===== config.mk =====
export PLATFORM = sky130hd
export DESIGN_NAME = id_stage_pipe
export DESIGN_NICKNAME = d
export VERILOG_FILES = /design/src/rtl/id_pkg.sv /design/src/rtl/id_regfile.sv /design/src/rtl/id_stage_pipe.sv
export SDC_FILE = /design/constraint.sdc
export NUM_CORES = 1
export LEC_CHECK = 0
export BUFFER_PORTS_ARGS = -buffer_cell sky130_fd_sc_hd__buf_2
export CAP_MARGIN = 20
export CELL_PAD_IN_SITES_DETAIL_PLACEMENT = 1
export CELL_PAD_IN_SITES_GLOBAL_PLACEMENT = 2
export CORE_MARGIN = 2
export CORE_UTILIZATION = 34
export DETAILED_ROUTE_END_ITERATION = 8
export PLACE_DENSITY_LB_ADDON = 0.2
export SLEW_MARGIN = 15
export SYNTH_ARGS = -nofsm -noshare
export SYNTH_HDL_FRONTEND = slang
export SYNTH_SLANG_ARGS = --single-unit

===== constraint.sdc =====
create_clock -name clk -period 1.7 [get_ports clk]
set_input_delay 0.085 -clock clk [delete_from_list [all_inputs] [get_ports clk]]
set_output_delay 0.085 -clock clk [all_outputs]
set_load 0.1 [all_outputs]

===== src/rtl/id_pkg.sv =====
// rtl/id_pkg.sv - opcode map, ALU encodings, field positions and decode helper for id_stage_pipe
package id_pkg;

    // Instruction field bit positions
    localparam int OPC_MSB = 15;
    localparam int OPC_LSB = 11;
    localparam int RD_MSB  = 10;
    localparam int RD_LSB  = 8;
    localparam int RS_MSB  = 7;
    localparam int RS_LSB  = 5;
    localparam int IMM_MSB = 7;
    localparam int IMM_LSB = 0;

    localparam logic [4:0] OP_ADDI = 5'b01000;
    localparam logic [4:0] OP_SUBI = 5'b01001;
    localparam logic [4:0] OP_ANDI = 5'b01010;
    localparam logic [4:0] OP_ORI  = 5'b01011;
    localparam logic [4:0] OP_LDI  = 5'b01100;
    localparam logic [4:0] OP_LDD  = 5'b01101;
    localparam logic [4:0] OP_STD  = 5'b01110;
    localparam logic [4:0] OP_ADD  = 5'b10000;
    localparam logic [4:0] OP_SUB  = 5'b10001;
    localparam logic [4:0] OP_AND  = 5'b10010;
    localparam logic [4:0] OP_OR   = 5'b10011;
    localparam logic [4:0] OP_EOR  = 5'b10110;
    localparam logic [4:0] OP_NOT  = 5'b11100;
    localparam logic [4:0] OP_SHL  = 5'b11101;
    localparam logic [4:0] OP_SHR  = 5'b11110;

    localparam logic [3:0] ALU_ADD   = 4'd0;
    localparam logic [3:0] ALU_SUB   = 4'd1;
    localparam logic [3:0] ALU_AND   = 4'd2;
    localparam logic [3:0] ALU_OR    = 4'd3;
    localparam logic [3:0] ALU_XOR   = 4'd4;
    localparam logic [3:0] ALU_NOT   = 4'd5;
    localparam logic [3:0] ALU_SHL   = 4'd6;
    localparam logic [3:0] ALU_SHR   = 4'd7;
    localparam logic [3:0] ALU_PASSB = 4'd8;

    typedef struct packed {
        logic       regwrite;
        logic       mem_read;
        logic       mem_write;
        logic       mem_to_reg;
        logic       alu_src;
        logic       illegal;
        logic       reads_rd;   // instruction consumes the rd register as a source
        logic       reads_rs;
        logic [3:0] alu_op;
    } ctrl_t;

    function automatic ctrl_t decode(input logic [4:0] opc);
        ctrl_t c;
        c = '0;
        case (opc)
            OP_LDI: begin
                c.regwrite = 1'b1; c.alu_src = 1'b1; c.alu_op = ALU_PASSB;
            end
            OP_LDD: begin
                c.regwrite = 1'b1; c.mem_read = 1'b1; c.mem_to_reg = 1'b1; c.alu_src = 1'b1;
            end
            OP_STD: begin
                c.mem_write = 1'b1; c.alu_src = 1'b1; c.reads_rd = 1'b1;
            end
            // Immediate and register ALU groups share the low two opcode bits with the ALU code
            OP_ADDI, OP_SUBI, OP_ANDI, OP_ORI: begin
                c.regwrite = 1'b1; c.alu_src = 1'b1; c.reads_rd = 1'b1;
                c.alu_op = {2'b00, opc[1:0]};
            end
            OP_ADD, OP_SUB, OP_AND, OP_OR: begin
                c.regwrite = 1'b1; c.reads_rd = 1'b1; c.reads_rs = 1'b1;
                c.alu_op = {2'b00, opc[1:0]};
            end
            OP_EOR: begin
                c.regwrite = 1'b1; c.reads_rd = 1'b1; c.reads_rs = 1'b1; c.alu_op = ALU_XOR;
            end
            OP_NOT: begin c.regwrite = 1'b1; c.reads_rd = 1'b1; c.alu_op = ALU_NOT; end
            OP_SHL: begin c.regwrite = 1'b1; c.reads_rd = 1'b1; c.alu_op = ALU_SHL; end
            OP_SHR: begin c.regwrite = 1'b1; c.reads_rd = 1'b1; c.alu_op = ALU_SHR; end
            default: c.illegal = 1'b1;
        endcase
        return c;
    endfunction

endpackage


===== src/rtl/id_regfile.sv =====
// rtl/id_regfile.sv - NREGS x DATA_W register file, one write port, two bypassed read ports
// Ports: clk, rst (async active-low), we/waddr/wdata write port,
//        raddr_a/rdata_a and raddr_b/rdata_b combinational read ports.
module id_regfile #(
    parameter int DATA_W = 8,
    parameter int NREGS  = 8
) (
    input  logic              clk,
    input  logic              rst,
    input  logic              we,
    input  logic [2:0]        waddr,
    input  logic [DATA_W-1:0] wdata,
    input  logic [2:0]        raddr_a,
    output logic [DATA_W-1:0] rdata_a,
    input  logic [2:0]        raddr_b,
    output logic [DATA_W-1:0] rdata_b
);
    import id_pkg::*;

    // Address bits above log2(NREGS) are ignored
    localparam int AW = (NREGS > 1) ? $clog2(NREGS) : 1;

    logic [DATA_W-1:0] regs [NREGS];
    logic [AW-1:0]     wa, ra, rb;

    assign wa = waddr[AW-1:0];
    assign ra = raddr_a[AW-1:0];
    assign rb = raddr_b[AW-1:0];

    always_ff @(posedge clk or negedge rst) begin
        if (!rst) begin
            for (int i = 0; i < NREGS; i++) regs[i] <= '0;
        end else if (we && (int'(wa) < NREGS)) begin
            regs[wa] <= wdata;
        end
    end

    // Same-cycle write-back is forwarded so the reader sees the value being written
    always_comb begin
        rdata_a = '0;
        rdata_b = '0;
        if (we && wa == ra)          rdata_a = wdata;
        else if (int'(ra) < NREGS)   rdata_a = regs[ra];
        if (we && wa == rb)          rdata_b = wdata;
        else if (int'(rb) < NREGS)   rdata_b = regs[rb];
    end

endmodule


===== src/rtl/id_stage_pipe.sv =====
// rtl/id_stage_pipe.sv - pipelined decode stage: decode, bypassed regfile read, load-use stall, output slot
// Ports: clk, rst (async active-low); in_valid/in_ready/instruction_input from IF;
//        flush; regwrite/write_addr/write_data write-back; ex_load_pending/ex_load_rd;
//        out_valid/out_ready plus registered decoded bundle to EX; stall_cnt.
module id_stage_pipe
    import id_pkg::*;
#(
    parameter int DATA_W = 8,
    parameter int NREGS  = 8,
    parameter int CNT_W  = 16
) (
    input  logic              clk,
    input  logic              rst,
    input  logic              in_valid,
    output logic              in_ready,
    input  logic [15:0]       instruction_input,
    input  logic              flush,
    input  logic              regwrite,
    input  logic [2:0]        write_addr,
    input  logic [DATA_W-1:0] write_data,
    input  logic              ex_load_pending,
    input  logic [2:0]        ex_load_rd,
    output logic              out_valid,
    input  logic              out_ready,
    output logic              regwrite_out,
    output logic              mem_read,
    output logic              mem_write,
    output logic              mem_to_reg,
    output logic              alu_src,
    output logic [3:0]        alu_op,
    output logic              illegal,
    output logic [2:0]        rd_addr,
    output logic [DATA_W-1:0] rd_data,
    output logic [DATA_W-1:0] rs_data,
    output logic [DATA_W-1:0] imm,
    output logic [15:0]       instruction_output,
    output logic [CNT_W-1:0]  stall_cnt
);

    logic [2:0]        rd_f, rs_f;
    ctrl_t             dec;
    logic [DATA_W-1:0] rd_val, rs_val;
    logic              hit_rd, hit_rs, stall, xfer;

    assign rd_f = instruction_input[RD_MSB:RD_LSB];
    assign rs_f = instruction_input[RS_MSB:RS_LSB];
    assign dec  = decode(instruction_input[OPC_MSB:OPC_LSB]);

    id_regfile #(.DATA_W(DATA_W), .NREGS(NREGS)) u_regfile (
        .clk     (clk),
        .rst     (rst),
        .we      (regwrite),
        .waddr   (write_addr),
        .wdata   (write_data),
        .raddr_a (rd_f),
        .rdata_a (rd_val),
        .raddr_b (rs_f),
        .rdata_b (rs_val)
    );

    // A source is unsafe if the load sitting in our output slot or one further down
    // has not yet produced its value
    assign hit_rd = (out_valid && mem_to_reg && rd_addr == rd_f) ||
                    (ex_load_pending && ex_load_rd == rd_f);
    assign hit_rs = (out_valid && mem_to_reg && rd_addr == rs_f) ||
                    (ex_load_pending && ex_load_rd == rs_f);
    assign stall  = in_valid && ((dec.reads_rd && hit_rd) || (dec.reads_rs && hit_rs));

    assign in_ready = (!out_valid || out_ready) && !stall && !flush;
    assign xfer     = in_valid && in_ready;

    always_ff @(posedge clk or negedge rst) begin
        if (!rst) begin
            out_valid          <= 1'b0;
            regwrite_out       <= 1'b0;
            mem_read           <= 1'b0;
            mem_write          <= 1'b0;
            mem_to_reg         <= 1'b0;
            alu_src            <= 1'b0;
            alu_op             <= '0;
            illegal            <= 1'b0;
            rd_addr            <= '0;
            rd_data            <= '0;
            rs_data            <= '0;
            imm                <= '0;
            instruction_output <= '0;
            stall_cnt          <= '0;
        end else begin
            if (flush) begin
                out_valid <= 1'b0;
            end else if (xfer) begin
                out_valid          <= 1'b1;
                regwrite_out       <= dec.regwrite;
                mem_read           <= dec.mem_read;
                mem_write          <= dec.mem_write;
                mem_to_reg         <= dec.mem_to_reg;
                alu_src            <= dec.alu_src;
                alu_op             <= dec.alu_op;
                illegal            <= dec.illegal;
                rd_addr            <= rd_f;
                rd_data            <= rd_val;
                rs_data            <= rs_val;
                imm                <= DATA_W'(instruction_input[IMM_MSB:IMM_LSB]);
                instruction_output <= instruction_input;
            end else if (out_ready) begin
                out_valid <= 1'b0;
            end

            if (stall && !flush && stall_cnt != '1) begin
                stall_cnt <= stall_cnt + CNT_W'(1);
            end
        end
    end

endmodule


After elaboration in Yosys (flattened, before gate mapping)
Index checks and enable logic that the tools add are counted.
{"block": "op_classes", "n_addsub": 1, "order_cmp": 4, "eq_ne": 22, "mux": 22, "n_bitwise": 4, "n_reduce_logical": 31}
{"operator": "64-bit bitwise mux", "count": 1}
{"operator": "8-bit two-way mux", "count": 7}
{"operator": "8-bit binary-select mux with 3-bit select", "count": 2}
{"operator": "5-bit == test, second input constant", "count": 8}
{"operator": "5-bit by 4-bit == test with 1-bit output, second input constant", "count": 7}
{"operator": "8-bit demux with 3-bit select", "count": 1}
{"operator": "4-bit case mux with 6 select lines", "count": 1}
{"operator": "3-bit == test", "count": 6}
{"operator": "16-bit by 1-bit adder with 16-bit output, second input constant", "count": 1}
{"operator": "1-bit logical AND", "count": 16}
{"operator": "16-bit inequality test, second input constant", "count": 1}
{"operator": "15-bit OR reduction", "count": 1}
{"operator": "14-bit OR reduction", "count": 1}
{"operator": "13-bit OR reduction", "count": 1}
{"operator": "4-bit >= comparator, second input constant", "count": 3}
{"operator": "3-bit NOT with 4-bit output", "count": 3}
{"operator": "1-bit two-way mux", "count": 10}
{"operator": "8-bit OR reduction", "count": 1}
{"operator": "7-bit OR reduction", "count": 1}
{"operator": "5-bit OR reduction", "count": 1}
{"operator": "1-bit logical OR", "count": 4}
{"operator": "4-bit by 1-bit less-than comparator with 1-bit output, second input constant", "count": 1}
{"operator": "1-bit logical NOT", "count": 3}
{"operator": "3-bit nonzero test", "count": 1}
{"operator": "other kinds (2)", "count": 2}
{"block": "word_totals", "regBits": 133, "in_bits": 37, "output_inout_bits": 71, "wordCells": 105}

Logic depth before layout (Yosys ltp)
Gate-level depths: netlist (run 1).
{"block": "depth", "ltp_word": 12, "depth_mapped": 9, "mapped_depth_nobuf": 6}

By module
From an unflattened synthesis (run 1), not the netlist that was laid out.
{"block": "hier_totals", "cells_unflattened": 475, "area_unflattened_um2": 6736.5}
{"module": "id_regfile", "instances": 1, "cells_each": 232, "area_each_um2": 3788.6, "seq_area_each_um2": 1601.5}
{"module": "id_stage_pipe", "instances": 1, "cells_each": 243, "area_each_um2": 2947.8, "seq_area_each_um2": 1451.4}

Worst setup path after synthesis (run 1)
OpenSTA, ideal clock, no wires.
{"block": "synth_path", "path_type": "register to output", "from": "register instruction_output[10] (netlist name)", "to": "output port in_ready", "arrival_ns": 3.151, "t_required_ns": 1.615, "setup_slack_ns": -1.536, "stages_incl_launch_ff": 6, "path_buffers": 0, "path_cell_list": "dfrtp_1 -> xor2_1 -> nor4_4 -> o211ai_2 -> nand2_1 -> a21oi_1"}
{"item": "end, declared", "line_no": "id_stage_pipe.sv:15", "source": "output logic in_ready,"}

Final worst setup path (run 1)
{"block": "layout_path", "from": "register rd_addr[0]", "to": "register stall_cnt[14]"}
{"block": "layout_between", "elab_chain_len": 8, "elab_cells_between_ends": 12, "classes_between": "eq/ne: 2; reduce/logical: 10"}
{"item": "start, declared", "line_no": "id_stage_pipe.sv:32", "source": "output logic [2:0] rd_addr,"}
{"item": "start signal, assigned", "line_no": "id_stage_pipe.sv:100", "source": "rd_addr <= rd_f;"}
{"item": "3-bit == test, on equally long branches", "line_no": "id_stage_pipe.sv:63, id_stage_pipe.sv:65"}
{"item": "1-bit logical AND, on equally long branches", "line_no": "id_stage_pipe.sv:63, id_stage_pipe.sv:65"}
{"item": "1-bit logical OR, on equally long branches", "line_no": "id_stage_pipe.sv:63, id_stage_pipe.sv:65"}
{"item": "1-bit logical AND", "line_no": "id_stage_pipe.sv:67", "source": "assign stall = in_valid && ((dec.reads_rd && hit_rd) || (dec.reads_rs && hit_rs));"}
{"item": "1-bit logical OR (*)", "line_no": "id_stage_pipe.sv:67"}
{"item": "1-bit logical AND (*)", "line_no": "id_stage_pipe.sv:67"}
{"item": "1-bit logical AND (*) (2 in a row)", "line_no": "id_stage_pipe.sv:109", "source": "if (stall && !flush && stall_cnt != '1) begin"}
{"item": "end signal, assigned", "line_no": "id_stage_pipe.sv:110", "source": "stall_cnt <= stall_cnt + CNT_W'(1);"}
{"item": "end, declared", "line_no": "id_stage_pipe.sv:37", "source": "output logic [CNT_W-1:0] stall_cnt"}
Mark *: on every way between the ends. The rest lies on a longest branch, timed or not.
A chain may end at the register's enable or synchronous reset.

==> impl_summary.md, run 1 <==
Finish
The final core utilization is 0.481. The register with the most flip-flops in the layout has 64 of them. The share of final-layout standard cells stronger than drive strength 1 is 0.593. The largest register by flop count is u_regfile.regs. Compared with the post-synthesis result, the final layout area differs by 39.6%. The final design instance area without fill is 0.00893 mm². The antenna diode count is 0. In the final layout, the registers with the most flip-flops are u_regfile.regs: 64 flops, stall_cnt: 16 flops.

The number of nets in the final layout is 710. The library cell used most frequently in the layout, excluding fill and tap cells, is sky130_fd_sc_hd__dfrtp_1. In the layout the commonest cells are 106 x sky130_fd_sc_hd__dfrtp_1, 105 x sky130_fd_sc_hd__buf_2, 64 x sky130_fd_sc_hd__mux2_2.

Route
After the first detailed-routing iteration, the DRC count stood at 175. For this block, the via count after detailed routing is 4793. The number of design rule violations left after detail routing is 0. Dividing the detail-routed wire length by the instance count gives 20.9 µm.

Dividing the detail-routed via count by the number of cells gives 5.22. The total routed wirelength is 19200 µm. The detailed-routing iteration count for the pre-antenna-repair pass is 4. The remaining number of nets flagged by the antenna check after routing is 0.

Die
The initial core utilization is 0.344. After floorplanning, the core was divided into 50 placement rows. The core region is 0.0186 mm². In this run the horizontal extent of the chip is 141 µm. The height of the die is 141 µm. The top-level port count is 108. The die outline area is 0.0199 mm².

Placed design
The placer's final routability congestion estimate is 0.751. The standard cell area after detailed placement is 0.00760 mm². Detailed placement finished with a half-perimeter wire length of 12400 µm. The pre-CTS setup slack is -344 ps. The number of I/O port buffers is 107.

Yosys
The number of synthesized flops with an enable pin is 0. The Yosys step of the flow raised 0 warnings. The cell area that synthesis handed to floorplanning was 0.00640 mm².

Counting every instance in the synthesized netlist gives 506. The netlist uses 44 different library cells. The number of nets in the synthesized netlist is 544. For this run, the register share of the synthesized area comes to 0.477.

A synthesized cell averages 12.6 µm². The share of flip-flops with an asynchronous set or reset after synthesis is 1.00. The most used flip-flop cell after synthesis is sky130_fd_sc_hd__dfrtp_1.

After synthesis the netlist holds a flip-flop and latch count of 122.

STA
The transition time at the pin with the least slew margin is 501 ps. Subtracting the final worst setup slack from the clock period gives 2140 ps. The final worst-path setup slack is -445 ps.

Setup repair after global routing could not meet its margin everywhere. The number of max-slew violations in the final report is 0. The final-layout setup total negative slack is -21450 ps. The number of hold violations in the final report came to 0. Across the routed clock network, the largest skew measured is 9.60 ps. In this run the tightest slew margin relative to its limit is 0.665. Setup violations remaining at the end of the flow were counted as 59. The maximum clock frequency is 466 MHz. The share of the cycle needed by the critical path after routing is 1.26.

Pwr
The worst-case IR drop observed on VDD is 0.00103 V. In this run the power density over the cells is 1370 mW/mm². The total power is 12.2 mW. For this design the static power due to leakage is 4.15 nW.

Worst hold path
For hold timing, the worst endpoint is u_regfile.regs[5]$_DFFE_PN0P_. The cell depth of the worst min-delay path is 2. The start point of the worst hold path is write_data[5]. In this run the worst hold path is classified as input pin to flip-flop.

Setup path
The required time at the endpoint of the critical path is 2000 ps. The reg-to-reg critical path startpoint is rd_addr[0]$_DFFE_PN0P_. For the worst setup path, the data arrival time is 2450 ps.

The worst register-to-register path has a depth of 8. Of all nets on the critical path, the largest fanout is 3. In this run the critical register-to-register path is captured at stall_cnt[14]$_DFFE_PN0P_. Across all register-to-register paths, the minimum setup slack is -440 ps. The most critical setup path has its startpoint at rd_addr[0]$_DFFE_PN0P_. The worst setup path is captured at a flip-flop. The type of the worst setup path is flip-flop to flip-flop. The kind of launch point of the worst setup path is a flip-flop.

CTS
TritonCTS created 17 clock buffers. The buffer cell driving the clock tree root is sky130_fd_sc_hd__clkbuf_16. The total clock sinks is 122. The register clock-pin slew on the reported worst setup and hold paths is 60 ps. TritonCTS built the clock tree. In this run the number of H-tree levels came out at 4.

The clock latency on the worst-skew pair is 420 ps. The clock passes through at most 2 buffers.

Run status
The final reports fail on setup timing. The flow ran to the end, but the final reports show violations.

GRT
The via count of the first global-routing pass was 5052. The total routing usage reported by global routing is 0.195. The largest net degree at the start of global routing is 41.

The initial antenna violation count is 0. The global-route wire length before repair is 29400 µm. Global routing finished with a remaining overflow of 0.

Run
The number of max-cap violations is 0.
## area by class of cell
class	instances	area (µm²)
sequential	122	3090
fill	1953	9650
inverter	3	11.3
clock buffer	25	495
multi-input combinational	331	3480
clock inverter	7	113
timing repair buffer	197	1460
tap	234	293
## cells by family (layout without fill, tap and decap cells)
| kind of cell | after synthesis | after routing | share of synthesized area |
|---|---|---|---|
| buffers and inverters | 53 | 232 | 0.0454 |
| AND/OR/NAND/NOR | 107 | 107 | 0.0898 |
| adder cells (fa/ha/maj) | 1 | 1 | 0.00196 |
| AO/OA/AOI/OAI | 60 | 60 | 0.0569 |
| multiplexers | 132 | 132 | 0.285 |
| flip-flops | 122 | 122 | 0.477 |
| XOR/XNOR | 31 | 31 | 0.0436 |
## power by group
part	internal (mW)	switching, mW	total [mW]
combinational	1.38	3.10	4.48
clock	2.46	1.31	3.76
sequential	3.49	0.458	3.95
## synthesized netlist by cell type (2+ instances only)
| cell type | n | area, µm² |
|---|---|---|
| sky130_fd_sc_hd__nand3_1 | 7 | 35.0 |
| sky130_fd_sc_hd__dfrtp_1 | 122 | 3050 |
| sky130_fd_sc_hd__nand4_1 | 9 | 56.3 |
| sky130_fd_sc_hd__inv_1 | 3 | 11.3 |
| sky130_fd_sc_hd__nand3b_1 | 2 | 15.0 |
| sky130_fd_sc_hd__clkbuf_1 | 14 | 52.6 |
| sky130_fd_sc_hd__o21ai_1 | 10 | 50.1 |
| sky130_fd_sc_hd__buf_2 | 7 | 35.0 |
| sky130_fd_sc_hd__a21o_1 | 2 | 15.0 |
| sky130_fd_sc_hd__nand4b_1 | 3 | 26.3 |
| sky130_fd_sc_hd__nor2_1 | 7 | 26.3 |
| sky130_fd_sc_hd__xnor2_1 | 24 | 210 |
| sky130_fd_sc_hd__buf_4 | 16 | 120 |
| sky130_fd_sc_hd__buf_1 | 10 | 37.5 |
| sky130_fd_sc_hd__xor2_1 | 6 | 52.6 |
| sky130_fd_sc_hd__and3_1 | 6 | 37.5 |
| sky130_fd_sc_hd__mux4_2 | 32 | 721 |
| sky130_fd_sc_hd__a211oi_1 | 2 | 15.0 |
| sky130_fd_sc_hd__o31ai_1 | 3 | 22.5 |
| sky130_fd_sc_hd__nand2_1 | 51 | 191 |
| sky130_fd_sc_hd__nand2b_1 | 9 | 56.3 |
| sky130_fd_sc_hd__nor3b_2 | 2 | 25.0 |
| sky130_fd_sc_hd__and4_1 | 5 | 43.8 |
| sky130_fd_sc_hd__mux2_1 | 16 | 180 |
| sky130_fd_sc_hd__a21oi_1 | 5 | 25.0 |
| sky130_fd_sc_hd__o21ai_0 | 31 | 155 |
| sky130_fd_sc_hd__mux2_2 | 67 | 754 |
| sky130_fd_sc_hd__mux2i_1 | 17 | 170 |
| sky130_fd_sc_hd__buf_6 | 3 | 33.8 |
## metal layers
layer / track usage / share of wire
met5: 0 / 0
met4: 0.0521 / 0.014
met3: 0.0309 / 0.028
met2: 0.345 / 0.52
met1: 0.249 / 0.44
## metrics by stage
| stage | hold WS, ps | instances |
|---|---|---|
| 2_1_floorplan | -211 | 506 |
| 3_3_place_gp | 71.5 | 861 |
| 3_5_place_dp | 71.1 | 861 |
| 4_1_cts | 24.4 | 913 |
| 5_1_grt | 46.8 | 919 |
| 6_report | 46.7 | 919 |
## worst max-delay path, stage by stage, from the launching register on
cell and delay (ps):
sky130_fd_sc_hd__dfrtp_4 520, sky130_fd_sc_hd__xor2_2 190, sky130_fd_sc_hd__nor4_4 380, sky130_fd_sc_hd__buf_4 170
sky130_fd_sc_hd__buf_4 90, sky130_fd_sc_hd__o211ai_1 120, sky130_fd_sc_hd__o31ai_4 110, sky130_fd_sc_hd__nand4_1 140
sky130_fd_sc_hd__mux2_4 320
## worst max path at each step
stage,cells after the start,to
final,8,stall_cnt[14]$_DFFE_PN0P_
after CTS,6,in_ready
after floorplan,7,stall_cnt[9]$_DFFE_PN0P_
after global routing,8,stall_cnt[14]$_DFFE_PN0P_
after global placement,6,stall_cnt[1]$_DFFE_PN0P_
after detailed placement,7,alu_op[3]$_DFFE_PN0P_
## timing repair
item | in CTS | in global routing
endpoints found under the setup margin | 59 | 59
pin swaps | 29 | 22
gates resized for setup | 57 | 43
gates cloned | 3 | 2
buffers inserted | 8 | 5
endpoints found under the hold margin | 36 | 0
hold buffers | 9 | 0
Note: power is estimated with default switching activity, not from simulation.
==> run 2: changes to the inputs <==
--- a/config.mk
+++ b/config.mk
@@ -9,6 +9,7 @@
 export CAP_MARGIN = 20
 export CELL_PAD_IN_SITES_DETAIL_PLACEMENT = 1
 export CELL_PAD_IN_SITES_GLOBAL_PLACEMENT = 2
+export CORE_ASPECT_RATIO = 1.2
 export CORE_MARGIN = 2
 export CORE_UTILIZATION = 34
 export DETAILED_ROUTE_END_ITERATION = 8
==> impl_summary.md, run 2 (same netlist as run 1, synthesis figures left out) <==
Placed design
The count of placed standard cells including taps is 882. Routability-driven placement finished with a final weighted congestion of 0.773. Timing analysis after detailed placement gives a worst setup slack of -428 ps. Input and output buffers added on the ports amount to 107. The total half-perimeter wirelength after legalization and detailed placement is 13000 µm. The standard cell area after detailed placement is 0.00766 mm².

STA
The post-route clock skew is 8.91 ps. The number of endpoints failing setup at the final stage is 59. The final worst-path setup slack is -406 ps.

The number of max-slew violations in the final report is 0. The maximum clock frequency is 475 MHz. Of the available clock period, the critical path in the final layout requires 1.24. After routing, the total negative slack on setup checks comes to -19510 ps.

The shortest clock period the worst path allows after layout is 2110 ps. The number of hold violations in the final report is 0. Setup repair after global routing could not meet its margin everywhere. The relative slew slack is 0.659. The transition time at the pin with the least slew margin is 515 ps. Final hold analysis gives a worst-case slack of 50.8 ps.

Setup path
The endpoint of the worst-slack reg-to-reg timing path is imm[4]$_DFFE_PN0P_. The length in cells of the worst reg-to-reg path is 7. In this run the critical register-to-register path is launched from rd_addr[0]$_DFFE_PN0P_.

The gate family responsible for the most delay along the worst path is simple AND/OR/NAND/NOR gates. For this design, the slowest cell found on the critical path is sky130_fd_sc_hd__dfrtp_4. The worst setup path is captured at a flip-flop. The signal arrival time at the worst endpoint is 2400 ps. The critical path goes through xor2_2 -> nor4_2 -> o21ai_2 -> nand4_1 -> buf_6 -> clkbuf_16 -> mux2_4. Counting buffers and inverters, the worst setup path is 7 cells deep. The required time at the endpoint of the critical path is 2000 ps. The combined buffer and inverter count along the critical path is 2. The kind of launch point of the worst setup path is a flip-flop.

The worst setup path is of the flip-flop to flip-flop kind. The flop-to-flop setup slack is -410 ps. In this run the worst setup path terminates at imm[4]$_DFFE_PN0P_.

The critical path starts at rd_addr[0]$_DFFE_PN0P_. In this run the worst path has a maximum fanout of 5. The delay contributed by the slowest stage of the critical path is 500 ps.

Run
The number of max-cap violations is 0.

Route
The number of vias per cell after detailed routing is 5.12. The routed design has 19400 µm of wire. In this run the remaining antenna-violating nets after routing total 0. In the final routed layout, each cell accounts on average for 20.7 µm.

The pre-antenna-repair detailed-routing pass consisted of 4 iterations. The via count of the routed design is 4795. The number of DRC markers in iteration 0 is 204. The number of design rule violations left after detail routing is 0.

CTS
The depth of the CTS H-tree is 4. The longest clock path from root to sink contains 2 buffers. The CTS tree is built. In this run the clock root is driven by a sky130_fd_sc_hd__clkbuf_16. After clock tree synthesis, the clock-pin slew on the worst setup and hold paths is 50 ps. For the worst-skew pair, the clock arrives at the later sink with an insertion delay of 420 ps.

The number of clock buffers added by TritonCTS is 17. CTS saw 122 sinks.

Pwr
Across the VDD grid, the largest voltage drop is 0.000675 V. The internal power component is 7.86 mW. Of the total power, the share spent switching nets is 0.380.

The power density normalized to cell area is 1440 mW/mm². Of the total power, registers draw 0.311. The switching component of the power is 4.82 mW. The total power is 12.7 mW. The share of total power dissipated in the clock network is 0.340. The fraction of power consumed by combinational cells is 0.348. For this design the static power due to leakage is 4.06 nW.

Die
The core region area is 0.0183 mm². From left edge to right edge, the die measures 129 µm. The floorplan has 54 rows. The die is 154 µm tall. The die outline area is 0.0199 mm². The initial core utilization is 0.349. The top-level port count is 108.

GRT
The met3 layer usage reported by global route is 0.0325. Entering global routing, the biggest net connects 61 pins. The overall overflow remaining after global route is 0. The global routing stage identified its most utilized layer as met2. The met1 track demand over resource in global routing is 0.233. The initial antenna violation count was 0. The first global-routing pass estimated 29800 µm of wire.

For met2 alone, demand over resource in global routing was 0.359. The via count of the first global-routing pass is 5305. In the global route stage, overall resource usage came out at 0.198.

Finish
The final core utilization is 0.482. The antenna diode count is 0. The number of flip-flops under the largest register name is 64.

For this run, the post-layout net count is 709. The most common cell after layout, fill and taps aside is sky130_fd_sc_hd__dfrtp_1. The final-layout fill cell count is 1912.

In the final layout, the registers with the most flip-flops are u_regfile.regs: 64 flops, stall_cnt: 16 flops. The final design instance area without fill is 0.00882 mm². Counting flops per register, the top entry is u_regfile.regs. The area growth from synthesis to layout is 37.8%. The count of cells in the finished layout, fillers not included, comes to 936.

Of the cells placed in the final design, the portion with a size suffix greater than 1 is 0.560. In the layout the commonest cells are 106 x sky130_fd_sc_hd__dfrtp_1, 105 x sky130_fd_sc_hd__buf_2, 64 x sky130_fd_sc_hd__mux2_2.

Run status
The checks that failed: setup timing. The run finished, with violations left.

Worst hold path
The path class of the tightest hold or removal check is input pin to flip-flop.
run 2: timing repair:
action                                  4_1_cts  5_1_grt
endpoints found under the hold margin        49        0
gates resized for setup                      10       48
pin swaps                                     4       18
cloned                                        1        4
hold buffers                                  9        0
buffers inserted                              6        2
endpoints found under the setup margin       59       59
run 2: how the worst min path moves through the flow:
stage / start / cells past startpoint / slack [ps] / endpoint
6_report: write_data[1] / 2 / 50 / u_regfile.regs[49]$_DFFE_PN0P_
2_1_floorplan: rst / 0 / -210 / alu_op[0]$_DFFE_PN0P_
5_1_grt: write_data[1] / 2 / 50 / u_regfile.regs[33]$_DFFE_PN0P_
4_1_cts: write_data[5] / 2 / 30 / u_regfile.regs[13]$_DFFE_PN0P_
3_5_place_dp: rst / 1 / 30 / imm[3]$_DFFE_PN0P_
3_3_place_gp: rst / 1 / 20 / imm[2]$_DFFE_PN0P_
run 2: power by group through the flow:
stage	clock network (mW)	logic [mW]	registers, mW
3_3_place_gp	0	4.16	3.89
4_1_cts	4.38	4.31	3.91
5_1_grt	4.53	4.62	4.03
6_report	4.31	4.42	3.95
2_1_floorplan	0	1.76	5.53
3_5_place_dp	0	4.23	3.95
run 2: routing by layer:
layer | part of all wire | routed length, µm
met5 | 0 | 0
met4 | 0.019 | 377
met3 | 0.030 | 588
met2 | 0.54 | 10600
met1 | 0.41 | 7880
run 2: area by class of cell:
| cell class | count | area, µm² | share of cell area |
|---|---|---|---|
| Clock inverter | 7 | 210 | 0.0238 |
| Tap cell | 252 | 315 | 0.0357 |
| Inverter | 3 | 11.3 | 0.00128 |
| Clock buffer | 25 | 485 | 0.0550 |
| Multi-Input combinational cell | 331 | 3280 | 0.372 |
| Sequential cell | 122 | 3090 | 0.350 |
| Timing Repair Buffer | 196 | 1430 | 0.162 |
